$ cat config.mk
export PLATFORM = sky130hd
export DESIGN_NAME = comp_seq_ctrl_flat
export DESIGN_NICKNAME = d
export VERILOG_FILES = /design/src/rtl/comp_seq_ctrl_if.sv /design/src/rtl/comp_seq_ctrl.sv /design/src/flat_wrapper.sv
export SDC_FILE = /design/constraint.sdc
export NUM_CORES = 1
export LEC_CHECK = 0
export ABC_AREA = 1
export ABC_CLOCK_PERIOD_IN_PS = 5400
export CAP_MARGIN = 10
export CORE_MARGIN = 5
export CORE_UTILIZATION = 40
export DETAILED_ROUTE_END_ITERATION = 8
export HOLD_SLACK_MARGIN = 0.08
export SETUP_SLACK_MARGIN = 0.02
export SLEW_MARGIN = 20
export SYNTH_ARGS = -nofsm -noshare
export SYNTH_HDL_FRONTEND = slang
export SYNTH_SLANG_ARGS = --single-unit
$ cat constraint.sdc
create_clock -name clk_i -period 5.4 [get_ports clk_i]
set_clock_uncertainty 0.2 [all_clocks]
set_input_delay 1.08 -clock clk_i [delete_from_list [all_inputs] [get_ports clk_i]]
set_output_delay 1.08 -clock clk_i [all_outputs]
set_load 0.01 [all_outputs]
$ cat src/rtl/comp_seq_ctrl_if.sv
// Request/response bus for comp_seq_ctrl.
// master drives the request operands and rsp_ready_i.
// slave (the comparator) drives req_ready_o, the response flags and busy_o.
// Signal suffixes are named from the comparator's point of view.
interface comp_seq_ctrl_if;
    localparam int unsigned DW = 32;

    logic          req_valid_i;
    logic          req_ready_o;
    logic [DW-1:0] a_i;
    logic [DW-1:0] b_i;
    logic          signed_i;
    logic          rsp_valid_o;
    logic          rsp_ready_i;
    logic          bg_o;
    logic          sl_o;
    logic          eq_o;
    logic          busy_o;

    modport master (
        output req_valid_i, a_i, b_i, signed_i, rsp_ready_i,
        input  req_ready_o, rsp_valid_o, bg_o, sl_o, eq_o, busy_o
    );

    modport slave (
        input  req_valid_i, a_i, b_i, signed_i, rsp_ready_i,
        output req_ready_o, rsp_valid_o, bg_o, sl_o, eq_o, busy_o
    );
endinterface

$ cat src/rtl/comp_seq_ctrl.sv
// Sequential 32-bit magnitude comparator.
// The operands are scanned one nibble per cycle, most significant nibble first.
// Signed compares flip both sign bits, so that the unsigned scan yields two's-complement order.
// Ports:
//   clk_i  - clock, rising edge.
//   rst_ni - asynchronous active-low reset.
//   bus    - slave side of comp_seq_ctrl_if:
//            request (valid/ready, a, b, signed), response (valid/ready, bg/sl/eq), busy.
// Parameter:
//   EARLY_EXIT - 1: stop at the first unequal nibble. 0: always scan all 8 nibbles.
module comp_seq_ctrl #(
    parameter bit EARLY_EXIT = 1'b1
) (
    input  logic           clk_i,
    input  logic           rst_ni,
    comp_seq_ctrl_if.slave bus
);
    localparam int unsigned DW   = 32;
    localparam int unsigned NW   = 4;
    localparam int unsigned IW   = 3;
    localparam int unsigned NNIB = DW / NW;

    localparam logic [IW-1:0] TOP_IDX = IW'(NNIB - 1);

    typedef enum logic [1:0] {
        IDLE = 2'd0,
        RUN  = 2'd1,
        DONE = 2'd2
    } state_e;

    state_e        state_q, state_d;
    logic [DW-1:0] a_q, a_d;
    logic [DW-1:0] b_q, b_d;
    logic [IW-1:0] idx_q, idx_d;
    logic          dec_q, dec_d;        // a nibble already differed (full-scan mode)
    logic          dec_bg_q, dec_bg_d;  // direction of that first difference
    logic          bg_q, bg_d;
    logic          sl_q, sl_d;
    logic          eq_q, eq_d;
    logic          ready_q, ready_d;
    logic          busy_q, busy_d;
    logic          valid_q, valid_d;

    logic [NW-1:0] nib_a_c;
    logic [NW-1:0] nib_b_c;
    logic          nib_bg_c;
    logic          nib_sl_c;
    logic          nib_eq_c;
    logic          last_c;

    // 4-bit magnitude compare; the result is {bg, sl, eq}.
    function automatic logic [2:0] nib_cmp(input logic [NW-1:0] x, input logic [NW-1:0] y);
        logic [NW-1:0] xn;
        logic          gt;
        logic          eq;
        xn = ~(x ^ y);
        gt = (x[3] & ~y[3])
           | (xn[3] & x[2] & ~y[2])
           | (xn[3] & xn[2] & x[1] & ~y[1])
           | (xn[3] & xn[2] & xn[1] & x[0] & ~y[0]);
        eq = &xn;
        return {gt, ~gt & ~eq, eq};
    endfunction

    // Current nibble pair, selected by the scan index.
    always_comb begin
        nib_a_c = NW'(a_q >> {idx_q, 2'b00});
        nib_b_c = NW'(b_q >> {idx_q, 2'b00});
        {nib_bg_c, nib_sl_c, nib_eq_c} = nib_cmp(nib_a_c, nib_b_c);
        last_c = (idx_q == '0) || (EARLY_EXIT && !nib_eq_c);
    end

    // State and datapath registers.
    always_ff @(posedge clk_i or negedge rst_ni) begin
        if (!rst_ni) begin
            state_q  <= IDLE;
            a_q      <= '0;
            b_q      <= '0;
            idx_q    <= '0;
            dec_q    <= 1'b0;
            dec_bg_q <= 1'b0;
            bg_q     <= 1'b0;
            sl_q     <= 1'b0;
            eq_q     <= 1'b0;
            ready_q  <= 1'b1;
            busy_q   <= 1'b0;
            valid_q  <= 1'b0;
        end else begin
            state_q  <= state_d;
            a_q      <= a_d;
            b_q      <= b_d;
            idx_q    <= idx_d;
            dec_q    <= dec_d;
            dec_bg_q <= dec_bg_d;
            bg_q     <= bg_d;
            sl_q     <= sl_d;
            eq_q     <= eq_d;
            ready_q  <= ready_d;
            busy_q   <= busy_d;
            valid_q  <= valid_d;
        end
    end

    // Next-state, datapath and status logic.
    always_comb begin
        state_d  = state_q;
        a_d      = a_q;
        b_d      = b_q;
        idx_d    = idx_q;
        dec_d    = dec_q;
        dec_bg_d = dec_bg_q;
        bg_d     = bg_q;
        sl_d     = sl_q;
        eq_d     = eq_q;

        unique case (state_q)
            IDLE: begin
                if (bus.req_valid_i) begin
                    a_d      = {bus.a_i[DW-1] ^ bus.signed_i, bus.a_i[DW-2:0]};
                    b_d      = {bus.b_i[DW-1] ^ bus.signed_i, bus.b_i[DW-2:0]};
                    idx_d    = TOP_IDX;
                    dec_d    = 1'b0;
                    dec_bg_d = 1'b0;
                    state_d  = RUN;
                end
            end
            RUN: begin
                // Only the first difference counts; later nibbles cannot overturn it.
                if (!dec_q && !nib_eq_c) begin
                    dec_d    = 1'b1;
                    dec_bg_d = nib_bg_c;
                end
                if (last_c) begin
                    state_d = DONE;
                    if (dec_q) begin
                        bg_d = dec_bg_q;
                        sl_d = !dec_bg_q;
                        eq_d = 1'b0;
                    end else begin
                        bg_d = nib_bg_c;
                        sl_d = nib_sl_c;
                        eq_d = nib_eq_c;
                    end
                end else begin
                    idx_d = idx_q - IW'(1);
                end
            end
            DONE: begin
                if (bus.rsp_ready_i) begin
                    state_d = IDLE;
                end
            end
            default: begin
                state_d = IDLE;
            end
        endcase
    end

    // Status outputs are registered and track the next state.
    always_comb begin
        ready_d = (state_d == IDLE);
        busy_d  = (state_d == RUN);
        valid_d = (state_d == DONE);
    end

    assign bus.req_ready_o = ready_q;
    assign bus.busy_o      = busy_q;
    assign bus.rsp_valid_o = valid_q;
    assign bus.bg_o        = bg_q;
    assign bus.sl_o        = sl_q;
    assign bus.eq_o        = eq_q;
endmodule

$ cat src/flat_wrapper.sv
// flat-port wrapper written by rule: the top's interface ports become plain ports
module comp_seq_ctrl_flat 
#(
    parameter bit EARLY_EXIT = 1'b1
)
  (clk_i, rst_ni, bus_req_valid_i, bus_a_i, bus_b_i, bus_signed_i, bus_rsp_ready_i, bus_req_ready_o, bus_rsp_valid_o, bus_bg_o, bus_sl_o, bus_eq_o, bus_busy_o);
  comp_seq_ctrl_if bus_i ();
  input  logic clk_i;
  input  logic rst_ni;
  input wire logic [$bits(bus_i.req_valid_i)-1:0] bus_req_valid_i;
  input wire logic [$bits(bus_i.a_i)-1:0] bus_a_i;
  input wire logic [$bits(bus_i.b_i)-1:0] bus_b_i;
  input wire logic [$bits(bus_i.signed_i)-1:0] bus_signed_i;
  input wire logic [$bits(bus_i.rsp_ready_i)-1:0] bus_rsp_ready_i;
  output wire logic [$bits(bus_i.req_ready_o)-1:0] bus_req_ready_o;
  output wire logic [$bits(bus_i.rsp_valid_o)-1:0] bus_rsp_valid_o;
  output wire logic [$bits(bus_i.bg_o)-1:0] bus_bg_o;
  output wire logic [$bits(bus_i.sl_o)-1:0] bus_sl_o;
  output wire logic [$bits(bus_i.eq_o)-1:0] bus_eq_o;
  output wire logic [$bits(bus_i.busy_o)-1:0] bus_busy_o;
  assign bus_i.req_valid_i = bus_req_valid_i;
  assign bus_i.a_i = bus_a_i;
  assign bus_i.b_i = bus_b_i;
  assign bus_i.signed_i = bus_signed_i;
  assign bus_i.rsp_ready_i = bus_rsp_ready_i;
  assign bus_req_ready_o = bus_i.req_ready_o;
  assign bus_rsp_valid_o = bus_i.rsp_valid_o;
  assign bus_bg_o = bus_i.bg_o;
  assign bus_sl_o = bus_i.sl_o;
  assign bus_eq_o = bus_i.eq_o;
  assign bus_busy_o = bus_i.busy_o;
  comp_seq_ctrl #(.EARLY_EXIT(EARLY_EXIT)) u_core (.clk_i(clk_i), .rst_ni(rst_ni), .bus(bus_i));
endmodule
==> results.yml, run 1 <==
finish:
  drive_above_1_share: 0.0728
  fin_util: 0.514
  fin_nets: 644
  seqCellArea_um2: 1930
  final_cells: 710
  area_delta_synth_final_pct: 26.5
  multiInputGateArea_um2: 1620
  diodes: 0
  fill_cells: 1005
worst_setup_path:
  critPathMaxStageDelay_ns: 0.64
  arrival_ns: 3.27
  r2r_start: "u_core.idx_q[1]"
  path_class: "input port to flip-flop"
  cp_data_required_time_ns: 5.47
  crit_chain: "clkdlybuf4s50_1 > nand2_1 > inv_2 > buf_4 > nand2_1 > o21ai_0"
  end_kind: "flip-flop"
  slowest_stage: "inv_2"
  crit_path_max_fanout: 44
  r2r-end: "u_core.bus.bg_o"
  r2r_setup_slack_ns: 2.40
  ff2ff_path_depth: 13
  crit_path_frequent_cell: "nand2_1"
  crit_path_start_kind: "input port"
synth:
  yosys.area.top_type_share: 0.486
  yosysTopAreaCell: "dfrtp_1"
  ys_seq_area_frac: 0.492
  syn_area_um2: 3920
  yosysWarnings: 0
  avgSynthCellArea_um2: 7.66
  syn_nets: 583
  synth.area.top_cells: "dfrtp_1, nand2_1, o21ai_0, inv_1, nand3_1"
  synth_cell_types: 33
  synth_seq_cells: 77
  synth_cells: 511
sta:
  grt_setup_unrepaired: "false"
  hold_viol_final: 0
  slew_viol_final: 0
  setup_violations: 0
  setup_tns_ns: 0
  finalCritPeriodShare: 0.592
  worstMarginPinSlew_ns: 0.841
  slew_headroom: 0.439
  period_minus_slack_ns: 3.20
  fmax_ghz: 0.313
  whs_ns: 0.280
place:
  portBuffers: 74
  post-place-cells: 694
  gp_congestion: 0.795
  hpwl_mm: 6.31
detailed_routing:
  first_pass_iters: 5
  vias: 3291
  avgRoutedWirePerCell_um: 13.0
  drcViolationCount: 0
  vias_per_cell: 4.64
  drt_iter0_drc: 165
  wl_mm: 9.20
  ant_nets: 0
floorplan:
  core_area_um2: 9640
  io_pins: 75
  dieArea_um2: 11900
  die_h_um: 109
  initial_utilization: 0.406
  die_x_um: 109
  num_rows: 36
global_route:
  grt_pass1_wl_mm: 15.6
  antenna_found_initial: 0
  gr-usage-met2: 0.267
  busiest_layer: "met2"
  track_usage: 0.168
  gr-total-overflow: 0
  grt_use_met3: 0.0367
  grt_use_met1: 0.224
  grt_max_degree: 78
  grt_pass1_vias: 3250
power_and_ir_drop:
  vdd_drop_max_uv: 196
  p_leak_nw: 2.42
  cellPowerDensity_nw_per_um2: 598
  finalPower_w: 0.00296
clock_network:
  cts_tree: "yes"
  ctsLongestPathBuffers: 2
  htree_levels: 3
  ctsRootBufferMaster: "clkbuf_8"
  cts_hold_buf: 0
  post_cts_resized: 0
  insertion_delay_ns: 0.35
  path_clk_slew_ns: 0.08
  numCtsBuffers: 9
  cts.sinks: 77
  postCtsSetupBuffers: 0
run_status:
  status: "completed"
flow_run:
  drv_cap: 0
hold_path:
  min_to: "u_core.a_q[7]"
  worstHoldPathType: "flip-flop to flip-flop"
  hold_start: "u_core.a_q[7]"
  holdPathStages: 2
==> power by group <==
part           switching (W)  total [W]  internal, W  leakage [nW]
Combinational       0.000890    0.00141     0.000518          1.35
Sequential          0.000134   0.000982     0.000848         0.945
Clock               0.000215   0.000570     0.000355         0.131
Total                0.00124    0.00296      0.00172          2.42
==> layout by cell type, fill, tap and decap left out, drive strengths merged <==
master / Yosys / layout
o22ai: 2 / 2
dfrtp: 76 / 76
o221ai: 1 / 1
a31oi: 1 / 1
dfstp: 1 / 1
nand3: 41 / 41
clkbuf: 13 / 10
a21oi: 3 / 3
o21ai: 66 / 66
and2: 1 / 1
xnor2: 2 / 2
nand2: 204 / 204
inv: 55 / 56
nand4: 2 / 2
or2: 1 / 1
clkdlybuf4s50: 0 / 73
clkinv: 0 / 1
nor2: 24 / 24
ha: 3 / 3
buf: 14 / 4
bufinv: 0 / 4
o21bai: 1 / 1
==> synthesized netlist by cell type (all sizes together) <==
| library cell | number |
|---|---|
| a31oi | 1 |
| nand2 | 204 |
| a21oi | 3 |
| o21ai | 66 |
| nand4 | 2 |
| ha | 3 |
| xnor2 | 2 |
| nand3 | 41 |
| inv | 55 |
| clkbuf | 13 |
| o221ai | 1 |
| dfstp | 1 |
| buf | 14 |
| or2 | 1 |
| o21bai | 1 |
| o22ai | 2 |
| nor2 | 24 |
| and2 | 1 |
| dfrtp | 76 |
==> metrics by stage <==
step	worst slack [ns]	instance area [um2]
after detailed placement	1.76	4690
after global routing	1.89	4950
after CTS	2.14	4950
after floorplan	2.94	3920
final	2.20	4950
after global placement	1.82	4690
==> state kept, by name, summed over array words and instances (netlist names) <==
signal / flops
u_core.dec_q: 1
u_core.bus.busy_o: 1
u_core.state_q: 2
u_core.bus.sl_o: 1
u_core.bus.rsp_valid_o: 1
u_core.idx_q: 3
u_core.bus.req_ready_o: 1
u_core.dec_bg_q: 1
u_core.bus.eq_o: 1
u_core.b_q: 32
u_core.bus.bg_o: 1
u_core.a_q: 32
==> worst max path at each step <==
stage / slack [ns] / startpoint / to
after global placement: 1.82 / bus_req_valid_i / u_core.b_q[16]
after detailed placement: 1.76 / bus_req_valid_i / u_core.b_q[14]
after floorplan: 2.94 / u_core.idx_q[0] / u_core.bus.bg_o
after CTS: 2.14 / bus_req_valid_i / u_core.b_q[18]
final: 2.20 / bus_req_valid_i / u_core.b_q[2]
after global routing: 1.89 / bus_req_valid_i / u_core.b_q[12]
==> kinds of logic (layout without fill, tap and decap cells) <==
logic type                 count (synthesis)  count (layout)  synth area share
AOI/OAI and AO/OA                         74              74            0.0990
xor gates and xnor gates                   2               2           0.00447
adders and majority gates                  3               3           0.00959
buffers and inverters                     82             148            0.0936
DFF                                       77              77             0.492
and+or+nand+nor                          273             273             0.301
==> routing by layer <==
| metal | routed length [um] | part of all wire | vias to the layer above |
|---|---|---|---|
| met1 | 4280 | 0.46 | 1491 |
| met2 | 4290 | 0.47 | 80 |
| li1 | - | - | 1710 |
| met3 | 527 | 0.057 | 10 |
| met5 | 0 | 0 | - |
| met4 | 106 | 0.012 | 0 |
==> cell type report <==
class	instances	area share
Sequential cell	77	0.389
Multi-Input combinational cell	352	0.327
Timing Repair Buffer	77	0.154
Inverter	55	0.0427
Tap cell	133	0.0336
Clock inverter	6	0.0270
Clock buffer	10	0.0258
==> critical path, delay by kind of cell <==
kind / cells / cell delay [ns]
AO/OA/AOI/OAI: 1 / 0.09
buffers and inverters: 3 / 1.53
AND/OR/NAND/NOR: 2 / 0.55
Note: power is estimated with default switching activity, not from simulation.
==> run 2: changes to the inputs <==
--- a/config.mk
+++ b/config.mk
@@ -6,12 +6,13 @@
 export NUM_CORES = 1
 export LEC_CHECK = 0
 export ABC_AREA = 1
-export ABC_CLOCK_PERIOD_IN_PS = 5400
+export ABC_CLOCK_PERIOD_IN_PS = 2760
 export CAP_MARGIN = 10
 export CORE_MARGIN = 5
 export CORE_UTILIZATION = 40
 export DETAILED_ROUTE_END_ITERATION = 8
 export HOLD_SLACK_MARGIN = 0.08
+export PLACE_DENSITY = 0.67
 export SETUP_SLACK_MARGIN = 0.02
 export SLEW_MARGIN = 20
 export SYNTH_ARGS = -nofsm -noshare
==> constraint.sdc (replaced) <==
create_clock -name clk_i -period 2.76 [get_ports clk_i]
set_clock_uncertainty 0.2 [all_clocks]
set_input_delay 0.552 -clock clk_i [delete_from_list [all_inputs] [get_ports clk_i]]
set_output_delay 0.552 -clock clk_i [all_outputs]
set_load 0.01 [all_outputs]
==> run 2 against run 1 <==
  * Total power increased by 92%
  * Flip-flop and latch count unchanged
  * Sequential power increased by 93%
  * Clock-buffer cell count increased by 3
  * Utilization about the same
  * Combinational power increased by 100%
  * Cell count increased by 0.56%
  * Via count increased by 2.0%
  * Hold slack got worse by 0.13 ns
  * Die area unchanged
  * Critical path depth increased by 7
  * Largest cell class unchanged
  * Largest power group unchanged
==> results.yml, run 2 (synthesis gave the netlist of run 1 again) <==
flow_run:
  drv_cap: 0
global_route:
  grt_use_met1: 0.222
  grt_use_met3: 0.0409
  gr-usage-met2: 0.254
  gr-total-overflow: 0
  grt_pass1_wl_mm: 15.4
  track_usage: 0.163
  antenna_found_initial: 0
  grt_max_degree: 111
  grt_pass1_vias: 3457
  busiest_layer: "met2"
sta:
  setup_violations: 0
  period_minus_slack_ns: 2.51
  finalCritPeriodShare: 0.908
  whs_ns: 0.154
  grt_setup_unrepaired: "false"
  worstMarginPinSlew_ns: 0.952
  hold_viol_final: 0
  slew_viol_final: 0
  setup_tns_ns: 0
  fmax_ghz: 0.399
  slew_headroom: 0.365
floorplan:
  num_rows: 36
  io_pins: 75
  die_h_um: 109
  core_area_um2: 9640
  dieArea_um2: 11900
  initial_utilization: 0.406
  die_x_um: 109
detailed_routing:
  avgRoutedWirePerCell_um: 12.8
  vias: 3356
  drcViolationCount: 0
  vias_per_cell: 4.70
  wl_mm: 9.14
  first_pass_iters: 4
  drt_iter0_drc: 194
  ant_nets: 0
finish:
  diodes: 0
  drive_above_1_share: 0.0775
  final_area_um2: 4960
  area_delta_synth_final_pct: 26.6
  layout_common_cells: "nand2_1, dfrtp_1, clkdlybuf4s50_1"
  reg_top3: "u_core.a_q: 32 flops, u_core.b_q: 32 flops, u_core.idx_q: 3 flops"
  fin_nets: 648
  layout_commonest_cell: "nand2_1"
  final_cells: 714
worst_setup_path:
  cp_data_required_time_ns: 2.80
  arrival_ns: 2.55
  end_kind: "flip-flop"
  crit_path_start_kind: "flip-flop"
  path_class: "flip-flop to flip-flop"
  crit_path_max_fanout: 33
clock_network:
  cts_tree: "yes"
  htree_levels: 3
  cts_hold_buf: 0
  postCtsSetupBuffers: 0
  ctsLongestPathBuffers: 2
  numCtsBuffers: 9
  path_clk_slew_ns: 0.08
  ctsRootBufferMaster: "clkbuf_8"
  cts.sinks: 77
  insertion_delay_ns: 0.34
  post_cts_resized: 0
power_and_ir_drop:
  switchingPower_w: 0.00242
  power_frac_seq: 0.334
  internal_power_w: 0.00327
  clkPwrFrac: 0.168
  netSwitchingFraction: 0.425
  combPwrFrac: 0.498
  vdd_drop_max_uv: 516
  cellPowerDensity_nw_per_um2: 1150
  p_leak_nw: 2.42
place:
  portBuffers: 74
  placed_cell_area_um2: 4730
  post-place-cells: 698
  gp_congestion: 0.811
  hpwl_mm: 6.53
run_status:
  status: "completed"
hold_path:
  worstHoldPathType: "input port to asynchronous set/reset pin"
-- run 2: cell types whose count changed in the layout (fill, tap and decap cells not counted) --
| cell | change |
|---|---|
| buf_4 | +4 |
| clkbuf_1 | +1 |
| bufinv_16 | -2 |
| buf_12 | +1 |
| clkinv_2 | -1 |
| clkinvlp_4 | +1 |
| buf_6 | -1 |
| clkbuf_8 | +2 |
| inv_6 | -1 |
-- run 2: worst paths after layout --
path	start	end	slack, ns	cells after the start
max in group asynchronous	rst_ni	u_core.dec_bg_q	1.59	1
worst max register to register	u_core.idx_q[0]	u_core.bus.bg_o	0.25	13
worst min-delay path	rst_ni	u_core.b_q[0]	0.15	1
worst max-delay path	u_core.idx_q[0]	u_core.bus.bg_o	0.25	13
worst min register to register	u_core.bus.bg_o	u_core.bus.bg_o	0.29	2
min in group clk_i	u_core.bus.bg_o	u_core.bus.bg_o	0.29	2
-- run 2: per-layer routing --
layer | share of wire | wire [um]
met1 | 0.49 | 4480
met2 | 0.44 | 4030
met3 | 0.055 | 498
met4 | 0.014 | 131
met5 | 0 | 0
-- run 2: worst max-delay path, stage by stage (launching register included) --
cell and delay, ns:
dfrtp_1 0.57, inv_6 0.17, o21ai_0 0.23, o22ai_1 0.10, nor2_1 0.10, a31oi_1 0.05
ha_1 0.35, nand2_2 0.10, nor2_8 0.13, nand3_2 0.10, nand2_2 0.13, nor2_2 0.06
nand2_1 0.06, nand2_1 0.04
-- run 2: through the flow --
stage | setup WS (ns) | utilization | power [W]
floorplan | 0.299 | - | 0.00411
global placement | 0.411 | 0.491 | 0.00469
detailed placement | 0.303 | 0.491 | 0.00477
CTS | 0.278 | 0.514 | 0.00575
global route | 0.0835 | 0.514 | 0.00624
finish | 0.254 | 0.514 | 0.00570
-- run 2: power by group through the flow --
stage | Clock (W) | Combinational, W | Sequential, W
after floorplan | 0 | 0.00228 | 0.00183
after CTS | 0.000976 | 0.00287 | 0.00190
after global placement | 0 | 0.00277 | 0.00191
after global routing | 0.00102 | 0.00326 | 0.00196
final | 0.000958 | 0.00284 | 0.00190
after detailed placement | 0 | 0.00285 | 0.00192
-- run 2: area by class of cell --
class	instances	area [um2]
clock inverters	3	67.6
inverters	55	211
multi-input cells	352	1620
clock buffers	13	159
flip-flops and latches	77	1930
fillers	972	4680
well taps	133	166
repair buffers	81	803
